[src/rtl/sliced_counter_arb.sv]
`default_nettype none
// +--------------------------------------------------------------------------+
// | sliced_counter_arb: shared counter with round-robin arbitrated increment |
// | requests and per-port bit-slice views.                  Revision: 1.0    |
// +--------------------------------------------------------------------------+
module sliced_counter_arb #(
  parameter int                 WIDTH    = 5,
  parameter int                 PORTS    = 3,
  parameter int                 SLICE_W  = 2,
  parameter logic [PORTS*8-1:0] OFFSETS  = 24'h03_01_00,
  parameter bit                 SATURATE = 1'b0,
  parameter logic [WIDTH-1:0]   INIT     = '0,
  localparam int                IDW      = (PORTS > 1) ? $clog2(PORTS) : 1
) (
  input  logic                     clk_i,
  input  logic                     rst_i,
  input  logic                     clr_i,
  input  logic [PORTS-1:0]         req_i,
  input  logic [PORTS*32-1:0]      arg_i,
  output logic [PORTS-1:0]         ack_o,
  output logic [IDW-1:0]           last_id_o,
  output logic [31:0]              last_arg_o,
  output logic [WIDTH-1:0]         x_o,
  output logic [PORTS*SLICE_W-1:0] view_o,
  output logic                     ovf_o
);

  logic [WIDTH-1:0] x_q, x_d;
  logic [IDW-1:0]   ptr_q, ptr_d;
  logic [PORTS-1:0] ack_q, ack_d;
  logic [IDW-1:0]   last_id_q, last_id_d;
  logic [31:0]      last_arg_q, last_arg_d;
  logic             ovf_q, ovf_d;

  logic             w_found;
  logic [IDW-1:0]   w_gnt;

  // First requester at or after ptr, scanning upward modulo PORTS.
  always_comb begin
    w_found = 1'b0;
    w_gnt   = '0;
    for (int i = 0; i < PORTS; i++) begin
      if (!w_found && req_i[(int'(ptr_q) + i) % PORTS]) begin
        w_found = 1'b1;
        w_gnt   = IDW'((int'(ptr_q) + i) % PORTS);
      end
    end
  end

  always_comb begin
    x_d        = x_q;
    ptr_d      = ptr_q;
    ack_d      = '0;
    last_id_d  = last_id_q;
    last_arg_d = last_arg_q;
    ovf_d      = ovf_q;
    if (clr_i) begin
      x_d   = INIT;
      ovf_d = 1'b0;
    end else if (w_found) begin
      ack_d[w_gnt] = 1'b1;
      last_id_d    = w_gnt;
      last_arg_d   = arg_i[int'(w_gnt)*32 +: 32];
      ptr_d        = (w_gnt == IDW'(PORTS - 1)) ? '0 : w_gnt + 1'b1;
      if (&x_q) begin
        ovf_d = 1'b1;
        x_d   = SATURATE ? x_q : '0;
      end else begin
        x_d = x_q + 1'b1;
      end
    end
  end

  always_ff @(posedge clk_i or posedge rst_i) begin
    if (rst_i) begin
      x_q        <= INIT;
      ptr_q      <= '0;
      ack_q      <= '0;
      last_id_q  <= '0;
      last_arg_q <= '0;
      ovf_q      <= 1'b0;
    end else begin
      x_q        <= x_d;
      ptr_q      <= ptr_d;
      ack_q      <= ack_d;
      last_id_q  <= last_id_d;
      last_arg_q <= last_arg_d;
      ovf_q      <= ovf_d;
    end
  end

  assign x_o        = x_q;
  assign ack_o      = ack_q;
  assign last_id_o  = last_id_q;
  assign last_arg_o = last_arg_q;
  assign ovf_o      = ovf_q;

  generate
    for (genvar p = 0; p < PORTS; p++) begin : g_view
      assign view_o[p*SLICE_W +: SLICE_W] = x_q[OFFSETS[8*p +: 8] +: SLICE_W];
    end
  endgenerate

endmodule
`default_nettype wire

[config.mk]
export PLATFORM = sky130hd
export DESIGN_NAME = sliced_counter_arb
export DESIGN_NICKNAME = d
export VERILOG_FILES = /design/src/rtl/sliced_counter_arb.sv
export SDC_FILE = /design/constraint.sdc
export NUM_CORES = 1
export LEC_CHECK = 0
export BUFFER_PORTS_ARGS = -buffer_cell sky130_fd_sc_hd__buf_2
export CAP_MARGIN = 40
export CORE_MARGIN = 3
export CORE_UTILIZATION = 53
export CTS_BUF_LIST = sky130_fd_sc_hd__clkbuf_4 sky130_fd_sc_hd__clkbuf_8 sky130_fd_sc_hd__clkbuf_16
export DETAILED_ROUTE_END_ITERATION = 10
export PLACE_DENSITY = 0.87
export SKIP_CTS_REPAIR_TIMING = 1
export SYNTH_ARGS = -nofsm -noshare
export SYNTH_HDL_FRONTEND = slang
export SYNTH_SLANG_ARGS = --single-unit
[constraint.sdc]
create_clock -name clk_i -period 7.2 [get_ports clk_i]
set_input_delay 0.72 -clock clk_i [delete_from_list [all_inputs] [get_ports clk_i]]
set_output_delay 0.72 -clock clk_i [all_outputs]
set_load 0.03 [all_outputs]
==> results.py, run 1 <==
metrics = {
    "detailed_routing": {
        "drcViolationCount": 0,
        "dr.pass1.iters": 5,
        "wl_met1_mm": 4.65,
        "routed_wl_mm": 11.1,
        "via_per_inst": 6.29,
        "wl_per_cell_um": 17.8,
        "ant_nets": 0,
        "vias": 3931,
        "dr.max_layer_used": "met4",
        "wl_met3_um": 862,
        "initialDrtViolationCount": 212,
        "wl_met2_mm": 5.43,
    },
    "place": {
        "dpl.cell_count": 617,
        "post-dp-hpwl_mm": 8.10,
        "port-buffer-count": 150,
        "gp_congestion": 0.900,
        "dpl_cell_area_mm2": 0.00442,
    },
    "yosys": {
        "ys_seq_elements": 45,
        "synth_compound_area_frac": 0.264,
        "ys_warn_count": 0,
        "synthSimpleGateAreaFrac": 0.310,
        "netlist_area_mm2": 0.00366,
        "avgSynthCellArea_um2": 8.51,
        "synthFlopType": "dfrtp_1",
        "muxShareOfSynthArea": 0.0171,
        "synth_top_family_by_area": "simple AND/OR/NAND/NOR gates",
        "ys_seq_area_frac": 0.308,
        "ys_types": 44,
        "synthAdderAreaFrac": 0.0205,
        "async_reset_ff_frac": 1.00,
        "netlist_instances": 430,
        "synth-edff-count": 0,
        "synthXorXnorAreaFrac": 0,
        "synthesis.nets": 538,
    },
    "final_layout": {
        "nNetsFinal": 655,
        "multi_input_area_mm2": 0.00226,
        "finalInstanceArea_mm2": 0.00454,
        "num-fill-cells": 537,
        "instances_no_fill": 625,
        "drive_above_1_share": 0.394,
        "postLayoutCoreUtil": 0.696,
        "insertedDiodeCount": 0,
        "regArea_mm2": 0.00113,
        "syn_to_final_growth_pct": 24.3,
    },
    "cts": {
        "root_buffer": "clkbuf_8",
        "htreeDepth": 2,
        "clk_path_buf_depth": 2,
        "cts_tree": "built",
        "clk_latency_ps": 320,
        "clk_pin_slew_worst_paths_ps": 100,
        "cts_num_sinks": 45,
        "cts_buffers": 5,
    },
    "timing": {
        "tightest_slew_ps": 748,
        "skew_ps": 15.1,
        "max_freq_mhz": 282,
        "rsz0062_at_grt": "false",
        "finalSetupTns_ps": 0,
        "setup_violations": 0,
        "slew-limit-headroom": 0.501,
        "fin_crit_sh": 0.493,
        "period_minus_slack_ps": 3550,
        "timing.hold.ws_ps": 392,
        "slew_viol_final": 0,
        "finalHoldViolCount": 0,
    },
    "grt": {
        "grt_max_degree": 42,
        "grt_overflow": 0,
        "antenna_found_initial": 0,
        "grt_first_pass_wirelength_mm": 17.4,
        "grt_pass1_vias": 3707,
        "grtUsageTotal": 0.275,
    },
    "worst_setup_path": {
        "crit_chain": "inv_1 > ha_2 > buf_12 > mux2i_4 > o21a_2 > buf_16 > a31oi_2 > buf_4 > or2_2 > o221a_2",
        "critPathArrivalTime_ps": 3750,
        "cp-start-kind": "flop",
        "cp-startpoint": "ptr_q[1]",
        "critical_path_class": "flop to flop",
        "max_stage_delay_ps": 570,
        "cp_max_fo": 41,
        "r2r-start": "ptr_q[1]",
        "crit_slowest_cell": "o21a_2",
        "cp-end-kind": "flop",
        "required_ps": 7400,
    },
    "power": {
        "pwr-share-clk": 0.099,
        "pwr-share-seq": 0.206,
        "intPower_w": 0.00106,
        "swShare": 0.499,
        "switching_power_w": 0.00106,
        "pwr-share-comb": 0.695,
        "ir_worst_vdd_v": 0.000201,
        "p_per_area_mw_per_mm2": 466,
        "power.leakage_nw": 2.06,
    },
    "min_path": {
        "hp-class": "input pin to async pin",
    },
    "floorplan": {
        "io_pins": 151,
        "core_area_mm2": 0.00653,
        "die_h_um": 89.1,
        "dieWidth_um": 89.1,
        "placementRows": 29,
        "die-area_mm2": 0.00793,
        "initial_core_util": 0.560,
    },
    "flow_run": {
        "drv_cap": 0,
    },
    "run_status": {
        "status": "complete, no violations",
    },
}
==> worst max-delay path, delay by kind of cell (launching register included) <==
kind | cells | cell delay (ps)
compound gates | 3 | 990
buf+inv | 4 | 940
fa+ha+maj | 1 | 510
flops | 1 | 410
simple gates | 1 | 290
mux | 1 | 280
==> power groups by stage <==
stage	Combinational [W]	Sequential, W	Clock (W)
floorplan	0.000891	0.000649	0
global placement	0.00135	0.000437	0
detailed placement	0.00147	0.000437	0
CTS	0.00147	0.000436	0.000209
global route	0.00160	0.000448	0.000219
finish	0.00147	0.000437	0.000210
==> worst paths after layout <==
check	slack (ps)	cells after the start	end
max	3650	10	last_arg_o[30]
min	390	2	last_arg_o[8]
max reg2reg	3650	10	last_arg_o[30]
min reg2reg	510	2	last_id_o[1]
max in group asynchronous	6300	3	ptr_q[1]
min in group clk_i	510	2	last_id_o[1]
==> state kept, by name, summed over array words and instances, names as in the netlist <==
signal      flops
ptr_q           2
last_arg_o     32
x_o             5
last_id_o       2
ack_o           3
ovf_o           1
==> cells in the final DEF (no fill, tap or decap), drive strengths merged, types with 2 or more instances in the layout <==
master / instances
buf: 161
nand3: 33
nand3b: 2
nand4: 32
o221a: 32
nor2: 9
and3: 2
nor2b: 34
nand2b: 2
dfrtp: 45
nor3: 3
mux2i: 5
or4: 2
or2: 32
o21ai: 41
a21oi: 4
inv: 8
o211ai: 32
ha: 6
and2: 32
o21a: 4
nand2: 4
clkbuf: 6
a31oi: 2
==> cell type report <==
cell class | count | share of cell area
clock buffer | 6 | 0.0182
clock inverter | 2 | 0.00826
tap | 77 | 0.0212
inverter | 8 | 0.00661
multi-input combinational | 326 | 0.497
timing repair buffer | 161 | 0.201
sequential | 45 | 0.248
==> synth_stat cells, drive strengths merged (2+ instances only) <==
master / number / area share
a21oi: 4 / 0.0055
nand4: 32 / 0.055
nand3b: 2 / 0.0041
nor3: 3 / 0.0041
nand3: 33 / 0.045
o221a: 32 / 0.099
mux2i: 5 / 0.017
buf: 22 / 0.042
ha: 6 / 0.021
nand2b: 2 / 0.0034
and3: 2 / 0.0034
nor2b: 34 / 0.058
nand2: 4 / 0.0041
a31oi: 2 / 0.0034
o21a: 4 / 0.0082
o21ai: 41 / 0.057
and2: 32 / 0.055
clkbuf: 29 / 0.030
o211ai: 32 / 0.066
nor2: 9 / 0.0092
inv: 8 / 0.0082
or4: 2 / 0.0041
or2: 32 / 0.055
dfrtp: 45 / 0.31
==> through the flow <==
stage               setup WS (ps)  power (W)
floorplan                    4930    0.00154
CTS                          3670    0.00211
global route                 3440    0.00227
finish                       3650    0.00212
detailed placement           3690    0.00190
global placement             3160    0.00179
==> layer usage <==
metal,up-vias,track usage
met2,196,0.464
met1,1887,0.354
met5,-,0
li1,1830,-
met3,18,0.0535
met4,0,0.0934
==> cells by family (layout without fill, tap and decap cells) <==
group / after synthesis / in the layout
AND/OR/NAND/NOR: 191 / 191
multiplexers: 5 / 5
adder cells (fa/ha/maj): 6 / 6
flip-flops: 45 / 45
buffers and inverters: 59 / 177
AO/OA/AOI/OAI: 124 / 124
No activity file was read; power rests on OpenSTA's default activity.
==> run 2: changes to the inputs <==
- ABC_AREA: default -> 1
- CORE_UTILIZATION: 53 -> 46
- PLACE_DENSITY: 0.87 -> 0.81
- clock period: 7.2 -> 3.31 ns (I/O delays scaled with it)
==> results.py, run 2 <==
metrics = {
    "run_status": {
        "status": "complete, no violations",
    },
    "cts": {
        "clk_latency_ps": 290,
        "cts_num_sinks": 45,
        "clk_pin_slew_worst_paths_ps": 80,
        "clk_path_buf_depth": 2,
        "cts_buffers": 5,
        "cts_tree": "built",
        "htreeDepth": 2,
        "root_buffer": "clkbuf_8",
    },
    "timing": {
        "period_minus_slack_ps": 2620,
        "max_freq_mhz": 382,
        "fin_crit_sh": 0.791,
        "slew-limit-headroom": 0.682,
        "tightest_slew_ps": 476,
        "finalSetupTns_ps": 0,
        "skew_ps": 3.25,
        "rsz0062_at_grt": "false",
        "slew_viol_final": 0,
        "setup_violations": 0,
        "finalHoldViolCount": 0,
    },
    "grt": {
        "grt_first_pass_wirelength_mm": 12.9,
        "grt_max_degree": 46,
        "grt_overflow": 0,
        "grt_pass1_vias": 2946,
        "antenna_found_initial": 0,
        "grtUsageTotal": 0.211,
    },
    "worst_setup_path": {
        "cp-start-kind": "flop",
        "cp_max_fo": 21,
        "required_ps": 3530,
        "cp-end-kind": "flop",
        "critPathArrivalTime_ps": 2830,
        "critical_path_class": "flop to flop",
    },
    "final_layout": {
        "postLayoutCoreUtil": 0.626,
        "instances_no_fill": 666,
        "final_cell_mix": "200 x nand2_1, 150 x buf_2, 71 x inv_1, 49 x nand3_1, 45 x dfrtp_1",
        "insertedDiodeCount": 0,
        "final_common_cell": "nand2_1",
        "syn_to_final_growth_pct": 27.5,
        "largest_reg_flops": 32,
        "finalInstanceArea_mm2": 0.00382,
        "nNetsFinal": 698,
        "drive_above_1_share": 0.316,
    },
    "yosys": {
        "netlist_instances": 455,
        "ys_types": 25,
        "synth_area_leaders": "dfrtp_1 38%, nand2_1 25%, inv_1 9.0%",
        "synth_common_cells": "200 x nand2_1, 72 x inv_1, 49 x nand3_1, 45 x dfrtp_1",
        "yosysTopAreaCellShare": 0.376,
        "async_reset_ff_frac": 1.00,
        "yosysTopAreaCell": "dfrtp_1",
        "ys_seq_area_frac": 0.376,
        "avgSynthCellArea_um2": 6.58,
        "ys_seq_elements": 45,
        "synth-edff-count": 0,
        "netlist_area_mm2": 0.00300,
        "synthesis.nets": 563,
        "synth.most_common_cell": "nand2_1",
        "ys_warn_count": 0,
        "synthFlopType": "dfrtp_1",
    },
    "detailed_routing": {
        "drcViolationCount": 0,
        "dr.pass1.iters": 6,
        "vias": 3165,
        "routed_wl_mm": 7.84,
        "ant_nets": 0,
        "wl_per_cell_um": 11.8,
        "via_per_inst": 4.75,
        "initialDrtViolationCount": 151,
    },
    "place": {
        "gp_congestion": 0.830,
        "dpl.cell_count": 658,
        "post-dp-hpwl_mm": 6.00,
        "port-buffer-count": 150,
        "dpl_cell_area_mm2": 0.00372,
    },
    "floorplan": {
        "die-area_mm2": 0.00752,
        "io_pins": 151,
        "placementRows": 28,
        "core_area_mm2": 0.00610,
        "initial_core_util": 0.491,
        "die_h_um": 86.7,
        "dieWidth_um": 86.7,
    },
    "power": {
        "swShare": 0.550,
        "pwr-share-seq": 0.240,
        "p_per_area_mw_per_mm2": 1040,
        "power.leakage_nw": 2.46,
        "ir_worst_vdd_v": 0.000641,
        "switching_power_w": 0.00219,
        "pwr-share-comb": 0.667,
        "intPower_w": 0.00179,
        "pwr-share-clk": 0.094,
        "power_w": 0.00398,
    },
    "min_path": {
        "hp-class": "input pin to async pin",
    },
    "flow_run": {
        "drv_cap": 0,
    },
}
[run 2: cells by family after synthesis]
group / count (synthesis) / share of synthesized area
AO/OA/AOI/OAI: 23 / 0.0556
buffers and inverters: 109 / 0.158
adder cells (fa/ha/maj): 6 / 0.0251
flip-flops: 45 / 0.376
AND/OR/NAND/NOR: 271 / 0.383
XOR/XNOR: 1 / 0.00292
[run 2: power groups by stage]
stage	sequential (W)	combinational [W]	clock, W
after floorplan	0.00141	0.00168	0
after global placement	0.000960	0.00262	0
after detailed placement	0.000958	0.00269	0
after CTS	0.000956	0.00269	0.000376
after global routing	0.000991	0.00298	0.000404
final	0.000955	0.00266	0.000373
[run 2: through the flow]
step / hold WS [ps] / setup WS (ps)
floorplan: 394 / 1390
global placement: 458 / 864
detailed placement: 337 / 747
CTS: 15.8 / 716
global route: 39.2 / 487
finish: 4.95 / 692
[run 2: worst max-delay path, stage by stage (launching register included)]
cell	delay, ps
dfrtp_1	380
inv_1	80
ha_1	380
nor3_1	410
nor2_4	100
nand3_1	110
inv_1	60
nand2_1	70
nand2_2	290
nor2_4	400
inv_1	120
a21oi_1	140
[run 2: final timing paths]
kind,startpoint,slack [ps],depth (start not counted),endpoint
max,ptr_q[0],690,11,ack_o[1]
min,rst_i,5,2,last_arg_o[18]
max reg2reg,ptr_q[0],690,11,ack_o[1]
min reg2reg,last_arg_o[15],480,2,last_arg_o[15]
max in group asynchronous,rst_i,2830,3,last_arg_o[29]
min in group clk_i,arg_i[13],280,3,last_arg_o[13]
[run 2: area by class of cell]
| type | count | area (µm²) |
|---|---|---|
| sequential | 45 | 1130 |
| inverter | 84 | 315 |
| clock buffer | 7 | 96.3 |
| timing repair buffer | 153 | 786 |
| multi-input combinational | 301 | 1400 |
| tap | 75 | 93.8 |
| fill | 598 | 2280 |
| clock inverter | 1 | 5.00 |
[run 2: per-layer routing]
layer	vias to the layer above	routed length [µm]	share of wire	global-route usage
li1	1633	-	-	-
met1	1427	3390	0.43	0.267
met3	11	423	0.054	0.0352
met4	0	106	0.014	0.0482
met5	-	0	0	0
met2	94	3910	0.50	0.377
==> run 3: changes to the inputs <==
- CORE_UTILIZATION: 46 -> 42
- PLACE_DENSITY: 0.81 -> 0.78
- clock period: 3.31 -> 2.1 ns (I/O delays scaled with it)
==> results.py, run 3 (same netlist as run 2, synthesis figures left out) <==
metrics = {
    "cts": {
        "clk_path_buf_depth": 2,
        "clk_latency_ps": 300,
        "cts_num_sinks": 45,
        "clk_pin_slew_worst_paths_ps": 90,
        "htreeDepth": 2,
        "root_buffer": "clkbuf_8",
        "cts_tree": "built",
        "cts_buffers": 5,
    },
    "timing": {
        "fin_crit_sh": 1.02,
        "setup_violations": 9,
        "finalHoldViolCount": 0,
        "rsz0062_at_grt": "true",
        "slew_viol_final": 0,
        "slew-limit-headroom": 0.606,
        "tightest_slew_ps": 590,
        "timing.final.ws_setup_ps": -34.9,
        "max_freq_mhz": 468,
        "period_minus_slack_ps": 2130,
        "skew_ps": 11.4,
    },
    "place": {
        "place_ws_ps": -13.8,
        "post-dp-hpwl_mm": 6.54,
        "gp_congestion": 0.907,
        "dpl.cell_count": 694,
        "dpl_cell_area_mm2": 0.00391,
        "port-buffer-count": 150,
    },
    "worst_setup_path": {
        "critical_path_class": "flop to flop",
        "cp-start-kind": "flop",
        "reg2reg_to": "last_arg_o[0]",
        "r2r-start": "ptr_q[0]",
        "worstRegToRegCells": 14,
        "ff2ff_setup_slack_ps": -30,
        "critPathArrivalTime_ps": 2370,
        "cp-end-kind": "flop",
        "required_ps": 2340,
        "cp_max_fo": 6,
    },
    "power": {
        "p_per_area_mw_per_mm2": 1780,
        "ir_worst_vdd_v": 0.000866,
        "power_w": 0.00777,
        "power.leakage_nw": 2.67,
    },
    "final_layout": {
        "final_cell_mix": "174 x nand2_1, 150 x buf_2, 68 x inv_1, 45 x dfrtp_1, 38 x nand3_1",
        "postLayoutCoreUtil": 0.635,
        "final_common_cell": "nand2_1",
        "finalInstanceArea_mm2": 0.00436,
        "syn_to_final_growth_pct": 45.7,
        "insertedDiodeCount": 0,
        "largest_reg_flops": 32,
        "nNetsFinal": 722,
        "instances_no_fill": 710,
        "regArea_mm2": 0.00113,
        "multi_input_area_mm2": 0.00160,
        "num-fill-cells": 661,
        "drive_above_1_share": 0.410,
    },
    "grt": {
        "grt_overflow": 0,
        "antenna_found_initial": 0,
        "grtUsageTotal": 0.210,
        "grt_pass1_vias": 3223,
        "grt_first_pass_wirelength_mm": 14.5,
        "grt_max_degree": 46,
    },
    "detailed_routing": {
        "via_per_inst": 4.82,
        "ant_nets": 0,
        "drcViolationCount": 0,
        "dr.pass1.iters": 4,
        "wl_per_cell_um": 13.4,
        "routed_wl_mm": 9.53,
        "vias": 3419,
        "initialDrtViolationCount": 111,
    },
    "floorplan": {
        "placementRows": 30,
        "die_h_um": 90.5,
        "die-area_mm2": 0.00818,
        "initial_core_util": 0.436,
        "dieWidth_um": 90.5,
        "io_pins": 151,
        "core_area_mm2": 0.00687,
    },
    "min_path": {
        "hp-class": "input pin to async pin",
    },
    "run_status": {
        "status": "finished with violations",
        "failed_checks": "negative setup slack",
    },
    "flow_run": {
        "drv_cap": 0,
    },
}
run 3: cell types whose count changed in the layout (fill, tap and decap cells not counted), moves of 5 or more:
cell / before / now
nand2_1: 200 / 174
nand2_2: 4 / 25
buf_4: 2 / 15
nand3_1: 49 / 38
nand3_2: 0 / 10
buf_12: 1 / 6
run 3: area by class of cell:
class,count,share of cell area
Inverter,84,0.0728
Clock inverter,1,0.00201
Multi-Input combinational cell,301,0.368
Sequential cell,45,0.258
Clock buffer,6,0.0175
Tap cell,96,0.0275
Timing Repair Buffer,177,0.254
run 3: worst max-delay path by stage:
stage | startpoint | to | slack [ps]
5_1_grt | ptr_q[0] | last_arg_o[30] | -150
3_3_place_gp | ptr_q[0] | last_arg_o[6] | 80
4_1_cts | ptr_q[0] | last_arg_o[1] | -70
2_1_floorplan | ptr_q[0] | last_arg_o[13] | 180
6_report | ptr_q[0] | last_arg_o[0] | -30
3_5_place_dp | ptr_q[0] | last_arg_o[1] | -10
run 3: per-stage QoR:
| step | hold WS, ps | TNS [ps] |
|---|---|---|
| 2_1_floorplan | 273 | 0 |
| 3_3_place_gp | 393 | 0 |
| 3_5_place_dp | 393 | -13.8 |
| 4_1_cts | 71.1 | -935 |
| 5_1_grt | 112 | -3390 |
| 6_report | 56.2 | -182 |
run 3: critical path, stage by stage (launching register included):
cell       delay, ps
dfrtp_1          430
inv_2             80
buf_4            140
ha_1             210
nand3b_1         210
nand2_2          140
nand3_2          130
nand2_2          110
nand2_4           80
nor2_4           170
clkbuf_16        180
nand2_2           50
nand2_2           70
inv_2             30
nand2_1           50
run 3: layer usage:
metal  track usage  wire [µm]  vias up  share of wire
li1              -          -     1687              -
met1         0.257       3870     1564           0.41
met2         0.388       4880      147           0.51
met3        0.0333        599       21          0.063
met4        0.0446        178        0          0.019
met5             0          0        -              0
run 3: power by group:
group | internal [W] | switching [W]
combinational | 0.00221 | 0.00352
sequential | 0.00128 | 0.000237
clock | 0.000244 | 0.000290
